[config.mk]
export PLATFORM = sky130hd
export DESIGN_NAME = regmap_stream_flat
export DESIGN_NICKNAME = d
export VERILOG_FILES = /design/src/rtl/regmap_pkg.sv /design/src/rtl/regmap_stream_if.sv /design/src/rtl/tlm_serializer.sv /design/src/rtl/regmap_stream.sv /design/src/flat_wrapper.sv
export SDC_FILE = /design/constraint.sdc
export NUM_CORES = 2
export LEC_CHECK = 0
export CAP_MARGIN = 20
export CORE_AREA = 2 2 414 416
export DETAILED_ROUTE_END_ITERATION = 10
export DIE_AREA = 0 0 416 418
export MAX_ROUTING_LAYER = met4
export SYNTH_ARGS = -nofsm -noshare
export SYNTH_HDL_FRONTEND = slang
export SYNTH_SLANG_ARGS = --single-unit
[constraint.sdc]
create_clock -name clk -period 3.3 [get_ports clk]
set_input_delay 0.33 -clock clk [delete_from_list [all_inputs] [get_ports clk]]
set_output_delay 0.33 -clock clk [all_outputs]
set_load 0.05 [all_outputs]
[src/rtl/regmap_pkg.sv]
// regmap_pkg: shared constants, FSM state type and register address map
// for the regmap_stream register map and its telemetry serializer.
package regmap_pkg;

  localparam int TAG_W          = 4;
  localparam int BEAT_PAYLOAD_W = 60;
  localparam int BEAT_W         = 64;
  localparam int MAX_BEATS      = 15;

  typedef enum logic {
    IDLE = 1'b0,
    SEND = 1'b1
  } tlm_state_e;

  localparam logic [7:0] ADDR_PWM_BASE    = 8'h01;
  localparam logic [7:0] ADDR_ERROR_RESET = 8'h05;
  localparam logic [7:0] ADDR_TGT_PITCH   = 8'h0B;
  localparam logic [7:0] ADDR_MAX_SPEED   = 8'h10;
  localparam logic [7:0] ADDR_KP          = 8'h12;

  // Number of 60-bit beats needed for a snapshot, capped at MAX_BEATS.
  function automatic int tlm_beats(input int bits);
    int b;
    b = (bits + BEAT_PAYLOAD_W - 1) / BEAT_PAYLOAD_W;
    return (b > MAX_BEATS) ? MAX_BEATS : b;
  endfunction

endpackage

[src/rtl/regmap_stream_if.sv]
// regmap_stream_if: write bus, readback port and telemetry beat stream.
// master = bridge/sink side, slave = regmap_stream.
interface regmap_stream_if;
  import regmap_pkg::*;

  logic [31:0]       wr_data;
  logic              wr_valid;
  logic [7:0]        rd_addr;
  logic              rd_req;
  logic [31:0]       rd_data;
  logic              rd_valid;
  logic [BEAT_W-1:0] tlm_data;
  logic              tlm_valid;
  logic              tlm_ready;

  modport master (
    output wr_data, wr_valid, rd_addr, rd_req, tlm_ready,
    input  rd_data, rd_valid, tlm_data, tlm_valid
  );

  modport slave (
    input  wr_data, wr_valid, rd_addr, rd_req, tlm_ready,
    output rd_data, rd_valid, tlm_data, tlm_valid
  );

endinterface

[src/rtl/tlm_serializer.sv]
// tlm_serializer: latches a telemetry snapshot and sends it MSB-first as
// tagged 64-bit beats over valid/ready; counts captures dropped while busy.
module tlm_serializer
  import regmap_pkg::*;
#(
  parameter int TLM_BITS = 120
) (
  input  logic                clk,
  input  logic                rst,
  input  logic [TLM_BITS-1:0] tlm_in,
  input  logic                tlm_capture,
  output logic [BEAT_W-1:0]   tlm_data,
  output logic                tlm_valid,
  input  logic                tlm_ready,
  output logic                tlm_busy,
  output logic [7:0]          tlm_overrun
);

  localparam int BEATS  = tlm_beats(TLM_BITS);
  localparam int PAD_W  = BEATS * BEAT_PAYLOAD_W;
  localparam int PAD_SH = PAD_W - TLM_BITS;

  tlm_state_e       state_q, state_d;
  logic [PAD_W-1:0] snap_in;
  logic [PAD_W-1:0] snap_p0;
  logic [3:0]       beat_q;
  logic             hs, last_beat, accept;

  function automatic logic [7:0] sat_inc8(input logic [7:0] v);
    return (v == 8'hFF) ? v : v + 8'd1;
  endfunction

  // Left-align the snapshot so the short last beat is zero-padded at the LSB end.
  assign snap_in   = PAD_W'(tlm_in) << PAD_SH;
  assign hs        = (state_q == SEND) && tlm_ready;
  assign last_beat = (beat_q == 4'(BEATS - 1));
  assign accept    = (state_q == IDLE) && tlm_capture;

  // State register.
  always_ff @(posedge clk) begin
    if (rst) state_q <= IDLE;
    else     state_q <= state_d;
  end

  // Next-state logic.
  always_comb begin
    state_d = state_q;
    case (state_q)
      IDLE: if (tlm_capture)      state_d = SEND;
      SEND: if (hs && last_beat)  state_d = IDLE;
      default:                    state_d = IDLE;
    endcase
  end

  // Output decode.
  always_comb begin
    tlm_valid = 1'b0;
    tlm_busy  = 1'b0;
    if (state_q == SEND) begin
      tlm_valid = 1'b1;
      tlm_busy  = 1'b1;
    end
  end

  // Beat counter, outgoing beat register and overrun counter.
  always_ff @(posedge clk) begin
    if (rst) begin
      beat_q      <= '0;
      tlm_data    <= '0;
      tlm_overrun <= '0;
    end else begin
      if (accept) begin
        beat_q   <= '0;
        tlm_data <= {4'd1, snap_in[PAD_W-1 -: BEAT_PAYLOAD_W]};
      end else if (hs && !last_beat) begin
        beat_q   <= beat_q + 4'd1;
        tlm_data <= {beat_q + 4'd2, snap_p0[PAD_W-1 -: BEAT_PAYLOAD_W]};
      end
      if (tlm_capture && (state_q == SEND))
        tlm_overrun <= sat_inc8(tlm_overrun);
    end
  end

  // Stage p0: remaining beats of the snapshot, top beat next to go out.
  always_ff @(posedge clk) begin
    if (accept)
      snap_p0 <= snap_in << BEAT_PAYLOAD_W;
    else if (hs)
      snap_p0 <= snap_p0 << BEAT_PAYLOAD_W;
  end

endmodule

[src/rtl/regmap_stream.sv]
// regmap_stream: parametrised configuration register map with per-register
// write strobes, registered readback and telemetry beat streaming.
// Build option: REGMAP_READBACK_EN enables the readback port; when undefined
// rd_data/rd_valid are tied low and no read mux exists.
module regmap_stream
  import regmap_pkg::*;
#(
  parameter int                         NUM_REGS   = 32,
  parameter int                         DATA_W     = 24,
  parameter logic [NUM_REGS*DATA_W-1:0] RESET_VALS = '0,
  parameter int                         TLM_BITS   = 120
) (
  input  logic                       clk,
  input  logic                       rst,
  regmap_stream_if.slave             bus,
  output logic [NUM_REGS*DATA_W-1:0] regs_q,
  output logic [NUM_REGS-1:0]        wr_strobe,
  output logic                       wr_err,
  input  logic [TLM_BITS-1:0]        tlm_in,
  input  logic                       tlm_capture,
  output logic                       tlm_busy,
  output logic [7:0]                 tlm_overrun
);

  logic [7:0] wr_addr;
  logic       wr_addr_ok;

  assign wr_addr    = bus.wr_data[31:24];
  assign wr_addr_ok = (wr_addr != 8'd0) && (int'(wr_addr) < NUM_REGS);

  // Register array and write strobes; address 0 is reserved and never written.
  always_ff @(posedge clk) begin
    if (rst) begin
      regs_q    <= RESET_VALS;
      wr_strobe <= '0;
      wr_err    <= 1'b0;
    end else begin
      wr_strobe <= '0;
      wr_err    <= bus.wr_valid && !wr_addr_ok;
      for (int i = 1; i < NUM_REGS; i++) begin
        if (bus.wr_valid && (wr_addr == 8'(i))) begin
          regs_q[i*DATA_W +: DATA_W] <= bus.wr_data[DATA_W-1:0];
          wr_strobe[i]               <= 1'b1;
        end
      end
    end
  end

`ifdef REGMAP_READBACK_EN
  logic [DATA_W-1:0] rd_val;

  // Read mux over the current (pre-write) contents; bad addresses read 0.
  always_comb begin
    rd_val = '0;
    for (int i = 1; i < NUM_REGS; i++)
      if (bus.rd_addr == 8'(i)) rd_val = regs_q[i*DATA_W +: DATA_W];
  end

  // Stage p0: readback result, held while no request is pending.
  always_ff @(posedge clk) begin
    if (rst) begin
      bus.rd_valid <= 1'b0;
      bus.rd_data  <= '0;
    end else begin
      bus.rd_valid <= bus.rd_req;
      if (bus.rd_req) bus.rd_data <= {bus.rd_addr, 24'(rd_val)};
    end
  end
`else
  logic unused_rd;

  assign bus.rd_valid = 1'b0;
  assign bus.rd_data  = '0;
  assign unused_rd    = ^{bus.rd_addr, bus.rd_req};
`endif

  tlm_serializer #(
    .TLM_BITS (TLM_BITS)
  ) u_tlm (
    .clk         (clk),
    .rst         (rst),
    .tlm_in      (tlm_in),
    .tlm_capture (tlm_capture),
    .tlm_data    (bus.tlm_data),
    .tlm_valid   (bus.tlm_valid),
    .tlm_ready   (bus.tlm_ready),
    .tlm_busy    (tlm_busy),
    .tlm_overrun (tlm_overrun)
  );

endmodule

[src/flat_wrapper.sv]
// flat-port wrapper written by rule: the top's interface ports become plain ports
module regmap_stream_flat import regmap_pkg::*;
#(
  parameter int                         NUM_REGS   = 32,
  parameter int                         DATA_W     = 24,
  parameter logic [NUM_REGS*DATA_W-1:0] RESET_VALS = '0,
  parameter int                         TLM_BITS   = 120
)
  (clk, rst, regs_q, wr_strobe, wr_err, tlm_in, tlm_capture, tlm_busy, tlm_overrun, bus_wr_data, bus_wr_valid, bus_rd_addr, bus_rd_req, bus_tlm_ready, bus_rd_data, bus_rd_valid, bus_tlm_data, bus_tlm_valid);
  regmap_stream_if bus_i ();
  input  logic clk;
  input  logic rst;
  output logic [NUM_REGS*DATA_W-1:0] regs_q;
  output logic [NUM_REGS-1:0] wr_strobe;
  output logic wr_err;
  input  logic [TLM_BITS-1:0] tlm_in;
  input  logic tlm_capture;
  output logic tlm_busy;
  output logic [7:0] tlm_overrun;
  input wire logic [$bits(bus_i.wr_data)-1:0] bus_wr_data;
  input wire logic [$bits(bus_i.wr_valid)-1:0] bus_wr_valid;
  input wire logic [$bits(bus_i.rd_addr)-1:0] bus_rd_addr;
  input wire logic [$bits(bus_i.rd_req)-1:0] bus_rd_req;
  input wire logic [$bits(bus_i.tlm_ready)-1:0] bus_tlm_ready;
  output wire logic [$bits(bus_i.rd_data)-1:0] bus_rd_data;
  output wire logic [$bits(bus_i.rd_valid)-1:0] bus_rd_valid;
  output wire logic [$bits(bus_i.tlm_data)-1:0] bus_tlm_data;
  output wire logic [$bits(bus_i.tlm_valid)-1:0] bus_tlm_valid;
  assign bus_i.wr_data = bus_wr_data;
  assign bus_i.wr_valid = bus_wr_valid;
  assign bus_i.rd_addr = bus_rd_addr;
  assign bus_i.rd_req = bus_rd_req;
  assign bus_i.tlm_ready = bus_tlm_ready;
  assign bus_rd_data = bus_i.rd_data;
  assign bus_rd_valid = bus_i.rd_valid;
  assign bus_tlm_data = bus_i.tlm_data;
  assign bus_tlm_valid = bus_i.tlm_valid;
  regmap_stream #(.NUM_REGS(NUM_REGS), .DATA_W(DATA_W), .RESET_VALS(RESET_VALS), .TLM_BITS(TLM_BITS)) u_core (.clk(clk), .rst(rst), .bus(bus_i), .regs_q(regs_q), .wr_strobe(wr_strobe), .wr_err(wr_err), .tlm_in(tlm_in), .tlm_capture(tlm_capture), .tlm_busy(tlm_busy), .tlm_overrun(tlm_overrun));
endmodule
# == After elaboration in Yosys (flattened, before gate mapping) ==
# Cells that the tools add are included.
# totals
reg_bits,914
in_bits,166
out_inout_bits,908
elab_cells,163
# classes
addsub,3
magnitude_cmp,1
eq_ne,33
muxes,39
n_bitwise,2
reduce_logical,45
# op_table
cell,n
2-to-1 mux 120 bit,2
== test 8 x 5 -> 1 bit (second input constant),16
2-to-1 mux 61 bit,2
== test 8 x 4 -> 1 bit (second input constant),8
logical AND 1 bit,38
2-to-1 mux 1 bit,34
== test 8 x 3 -> 1 bit (second input constant),4
== test 8 x 2 -> 1 bit (second input constant),2
adder 8 x 1 -> 8 bit (second input constant),1
== test 8 x 1 -> 1 bit (second input constant),1
== test 8 bit (second input constant),1
< comparator 8 x 6 -> 1 bit (second input constant),1
nonzero test 8 bit,1
adder 4 x 1 -> 4 bit (second input constant),1
adder 4 x 2 -> 4 bit (second input constant),1
== test 4 x 1 -> 1 bit (second input constant),1
nonzero test 2 bit,2
logical NOT 1 bit,2
NOT 1 bit,2
case mux 1 bit (2 select lines),1
AND reduction 2 bit,1
OR reduction 2 bit,1

# == Logic depth before layout (Yosys ltp) ==
# logic_depth
depth_word,5
mapped_depth,10
depth_no_buf,6

# == Cells and area by module ==
# A second synthesis with hierarchy kept.
# hier_totals
hier_cells,3243
area_unflattened_um2,35886.9
# by_module_without_submodules
mod,n_inst,cells_each,area_per_inst_um2,seq_area_each_um2
regmap_stream,1,2677,29902.4,15534.9
tlm_serializer,1,566,5984.5,3343.2

# == Worst setup path before layout ==
# No wires, ideal clock.
# synth_timing
kind,flip-flop to flip-flop
from,reg u_core.u_tlm.state_q
to,"reg u_core.u_tlm.snap_p0[100], enable pin"
setup_time_ps,661
arrival_time_ps,2551
required_ps,2639
path_slack_ps,87
path_stages_with_launch,6
n_path_buf,3
synth_period_minus_slack_ps,3213
cell_sequence,dfxtp_1 -> buf_2 -> nand2b_1 -> clkbuf_1 -> clkbuf_1 -> nand2_1
# synth_via
elab_chain_len,3
elab_cells_between_ends,4
cone_classes,1 x bitwise; 3 x reduce/logical
# synth_rtl
item,line_no,rtl
from (decl),tlm_serializer.sv:23,"tlm_state_e state_q, state_d;"
from (signal assigned),tlm_serializer.sv:42,else state_q <= state_d;
NOT 1 bit,tlm_serializer.sv:37,assign accept = (state_q == IDLE) && tlm_capture;
logical AND 1 bit,tlm_serializer.sv:37,
nonzero test 2 bit (no line) *,n/a,
to (signal assigned),tlm_serializer.sv:87,snap_p0 <= snap_in << BEAT_PAYLOAD_W;
to (signal assigned),tlm_serializer.sv:89,snap_p0 <= snap_p0 << BEAT_PAYLOAD_W;
to (decl),tlm_serializer.sv:25,logic [PAD_W-1:0] snap_p0;
# Mark *: on every way between the ends. The rest lies on a longest branch, timed or not.
# A chain may end at the register's enable or synchronous reset.

# == Worst setup path in the final report ==
# layout_timing
from,reg u_core.u_tlm.beat_q[0]
to,reg u_core.u_tlm.tlm_data[40]
# layout_via
elab_chain_len,4
# layout_rtl
item,line_no,rtl
from (decl),tlm_serializer.sv:26,logic [3:0] beat_q;
from (signal assigned),tlm_serializer.sv:76,beat_q <= beat_q + 4'd1;
== test 4 x 1 -> 1 bit,tlm_serializer.sv:36,assign last_beat = (beat_q == 4'(BEATS - 1));
logical NOT 1 bit,tlm_serializer.sv:75,end else if (hs && !last_beat) begin
logical AND 1 bit,tlm_serializer.sv:75,
nonzero test 2 bit (no line),n/a,
to (signal assigned),tlm_serializer.sv:74,"tlm_data <= {4'd1, snap_in[PAD_W-1 -: BEAT_PAYLOAD_W]};"
to (signal assigned),tlm_serializer.sv:77,"tlm_data <= {beat_q + 4'd2, snap_p0[PAD_W-1 -: BEAT_PAYLOAD_W]};"
to (decl),tlm_serializer.sv:12,"output logic [BEAT_W-1:0] tlm_data,"
# No other way between the ends.

==> summary by stage <==
Outcome
The run finished with clean final reports.

Timing
The max-slew violation count is 0. Based on the critical path, the design can be clocked at up to 0.375 GHz. The worst path in the final design needs a cycle of 2670 ps, including I/O delays and setup.

On the final layout, the worst clock skew is 27.8 ps. The number of hold violations in the final report is 0. Adding up every negative setup slack in the final design gives 0 ps. Setup repair after global routing left no endpoint under its margin. The worst path meets setup with 631 ps of slack. In this run the tightest slew margin relative to its limit is 0.151. The slew at the pin closest to its max-slew limit is 1270 ps. The count of endpoints failing setup in the final report is 0.

Of the available clock period, the critical path in the final layout requires 0.809. The tightest hold path in the finished design has a slack of 100 ps.

Power and ir drop
Power spread over the standard cell area amounts to 512 nW/um2. The clock share of power is 0.470. In this run the static leakage power is 16.2 nW. The sequential share of power is 0.453. The switching share of total power is 0.255. The internal portion of the total power is 18.7 mW. The reported net switching power is 6.39 mW. The maximum resistive drop on vdd is 456 uV.

Of the total power, combinational logic draws 0.076.

Layout
The post-layout instance area is 49000 um2. The layout has 17.8k filler cells. The ratio of cells with drive above 1 in the final layout is 0.0754. The number of standard cells in the final layout excluding fillers is 7266.

For this run, the post-layout net count is 5127. The relative area change from synthesis to final layout is 47.7%.

Worst setup path
The kind of end point of the critical path is a register. The cell with the largest stage delay on the worst path is sky130_fd_sc_hd__buf_4. The kind of launch point of the worst setup path is a register. The critical-path maximum fanout is 63. The worst register-to-register path begins at u_core.u_tlm.beat_q[0].

The cell type group with the largest total delay on the critical path is simple AND/OR/NAND/NOR gates. The most critical setup path has its startpoint at u_core.u_tlm.beat_q[0]. The critical path data arrival time is 3300 ps. The longest individual stage delay on the worst path is 600 ps. Together, buffers and inverters on the worst path number 1.

At the worst endpoint, the required time is 3930 ps. The critical path class is register to register. Walking the worst path, the cells encountered are ha_1 > or3b_2 > nand2_2 > buf_4 > nor2_1 > nor4_1.

Yosys
The yosys synthesis warning count is 0. For this run, the register share of the synthesized area comes to 0.569. Dividing the synthesized area by the synthesized cell count gives 8.19 um2. The synthesized netlist cell count is 4051. The flip-flop cell with the highest count after synthesis is sky130_fd_sc_hd__dfxtp_1. After synthesis, the netlist uses 51 different library cells. In this run, synthesis produced a sequential element count of 913. The number of enable flip-flop cells after synthesis is 60. After synthesis the cells add up to 33200 um2. For this run, asynchronously set or reset flops after synthesis account for 0.

GRT
For this run, the total global-route usage over all layers was measured as 0.183. The global routing stage identified its most utilized layer as met2. The met2 track demand over resource is 0.314.

For this run, global-route usage on met3 was measured as 0.0391. In the global route stage, met1 resource usage came out at 0.204. The number of global-route vias before repair is 29.3k. The global-route congestion overflow total is 0. The initial antenna violation count is 11. The maximum number of pins on one net before global-route repair is 200. The wire length of the first global-routing pass is 222000 um.

Floorplanning
The floorplan core area is 169000 um2. The die covers 174000 um2. The y dimension of the die is 418 um. The die is 416 um wide. The I/O pin count is 1074. The initial utilization of the core area, before any placement, comes to 0.196. The row count is 151.

Routing
The total iterations of the first detailed-routing run is 6. After detailed routing, the average wire length per cell comes to 22.5 um. The number of antenna-violating nets in the routed design is 0. The total detailed-routing wirelength is 163000 um. After detailed routing, the number of remaining DRC violations is 0. In this run, the number of DRC markers left after iteration 0 of detailed routing was 2601. For this block, the via count after detailed routing is 32.0k. In the routed layout, each cell is associated on average with a via count of 4.41.

Clock network
The sink count of the clock tree is 913. The TritonCTS buffer count is 100. The clock passes through at most 3 buffers. The root buffer cell is sky130_fd_sc_hd__clkbuf_16.

The clock latency reported for the late side of the worst-skew pair is 730 ps. The TritonCTS clock tree is built. The H-tree was split into 3 levels. Clock-pin slew was measured on the worst setup and hold paths at 60 ps. The count of instances resized after the clock tree is built is 0. Once the clock tree was built, the setup fixing pass inserted 0 buffers.

Placement
The global placement routability congestion is 0.858. Counting tap cells, the placed design contains a total of 7069 instances. Timing analysis after detailed placement gives a worst setup slack of 502 ps.

After detailed placement, the total cell area comes to 45500 um2. Detailed placement ended at an HPWL of 115000 um. The count of buffers added on input and output ports is 1006.

Min path
The critical hold path startpoint is bus_wr_data[20]. The worst min-delay path category is input pin to register.

Job
The number of violations of the max-capacitance limit is 0.
[cells in the mapped netlist, types with 3 or more instances]
| cell | count | area, um2 |
|---|---|---|
| sky130_fd_sc_hd__a21oi_1 | 741 | 3710 |
| sky130_fd_sc_hd__buf_1 | 5 | 18.8 |
| sky130_fd_sc_hd__nand2_1 | 1509 | 5660 |
| sky130_fd_sc_hd__a211oi_1 | 3 | 22.5 |
| sky130_fd_sc_hd__dfxtp_1 | 853 | 17100 |
| sky130_fd_sc_hd__nor4_1 | 63 | 394 |
| sky130_fd_sc_hd__nor3_1 | 72 | 360 |
| sky130_fd_sc_hd__and2_1 | 62 | 388 |
| sky130_fd_sc_hd__nor3_2 | 11 | 110 |
| sky130_fd_sc_hd__buf_2 | 54 | 270 |
| sky130_fd_sc_hd__nor3_4 | 20 | 325 |
| sky130_fd_sc_hd__nand3_1 | 34 | 170 |
| sky130_fd_sc_hd__a21oi_2 | 6 | 52.6 |
| sky130_fd_sc_hd__nand2b_1 | 7 | 43.8 |
| sky130_fd_sc_hd__buf_6 | 22 | 248 |
| sky130_fd_sc_hd__buf_4 | 80 | 601 |
| sky130_fd_sc_hd__clkbuf_1 | 241 | 905 |
| sky130_fd_sc_hd__nor2b_1 | 4 | 25.0 |
| sky130_fd_sc_hd__ha_1 | 4 | 50.1 |
| sky130_fd_sc_hd__nor2_1 | 159 | 597 |
| sky130_fd_sc_hd__edfxtp_1 | 60 | 1800 |
| sky130_fd_sc_hd__and3b_1 | 3 | 26.3 |
[repair_timing]
action	4_1_cts	5_1_grt
endpoints found under the hold margin	17	0
hold buffers	3	0
endpoints found under the setup margin	0	0
[power groups by stage]
stage | clock, mW | sequential (mW) | combinational (mW)
after global placement | 0 | 11.6 | 1.92
after detailed placement | 0 | 11.6 | 1.93
after CTS | 12.1 | 11.4 | 1.94
after floorplan | 0 | 11.9 | 0.773
after global routing | 12.5 | 11.4 | 2.01
final | 11.8 | 11.4 | 1.92
[final timing paths]
kind / slack (ps) / endpoint / depth (start not counted)
worst max-delay path: 630 / u_core.u_tlm.tlm_data[40] / 6
worst min-delay path: 100 / u_core.regs_q[764] / 3
worst max register to register: 630 / u_core.u_tlm.tlm_data[40] / 6
worst min register to register: 450 / u_core.regs_q[673] / 2
[flip-flops by register name (all words and copies together), names as in the netlist]
register and cells:
u_core.u_tlm.beat_q 4, u_core.u_tlm.tlm_data 64, u_core.u_tlm.tlm_overrun 8, u_core.wr_err 1, u_core.regs_q 744, u_core.u_tlm.snap_p0 60
u_core.u_tlm.state_q 1, u_core.wr_strobe 31
[worst reg2reg max path: stages (launching register included)]
cell	delay (ps)
sky130_fd_sc_hd__dfxtp_1	440
sky130_fd_sc_hd__ha_1	190
sky130_fd_sc_hd__or3b_2	550
sky130_fd_sc_hd__nand2_2	100
sky130_fd_sc_hd__buf_4	600
sky130_fd_sc_hd__nor2_1	350
sky130_fd_sc_hd__nor4_1	340
[layout make-up]
class,instances,area (um2),share of cell area
multi-input cells,2790,12600,0.256
repair buffers,1150,11300,0.230
clock buffers,147,2890,0.0590
flip-flops and latches,913,18900,0.385
diodes,11,27.5,0.000562
clock inverters,35,563,0.0115
inverters,2,7.51,0.000153
well taps,2218,2780,0.0567
[cell usage in the layout (no fill, tap or decap), drive strengths merged, types with 35 or more instances in the layout]
cell and instances:
a21oi 747, nor3 103, nand3 35, buf 166, dfxtp 853, and2 63, conb 58, clkdlybuf4s50 981
edfxtp 60, nor4 63, nand2 1509, clkbuf 147, nor2 159
[cells by family (layout without fill, tap and decap cells)]
group                      Yosys count  after routing  share of synthesized area
and+or+nand+nor                   1963           1963                      0.249
adders and majority gates            4              4                    0.00151
xor gates and xnor gates             4              4                    0.00106
AOI/OAI and AO/OA                  759            759                      0.116
DFF                                913            913                      0.569
muxes                                2              2                   0.000603
other                                1             69                   0.000113
buffers and inverters              405           1334                     0.0624
[through the flow]
| stage | utilization | power [mW] |
|---|---|---|
| after floorplan | - | 12.7 |
| after global placement | 0.269 | 13.5 |
| after detailed placement | 0.269 | 13.5 |
| after CTS | 0.289 | 25.4 |
| after global routing | 0.290 | 25.9 |
| final | 0.290 | 25.1 |
[layer usage]
layer  vias up  routed length [um]
met1     15400               61700
met5         -                   0
met4         0                7910
met3       366               11700
li1      14800                   -
met2      1481               82100
Note: power is estimated with default switching activity, not from simulation.
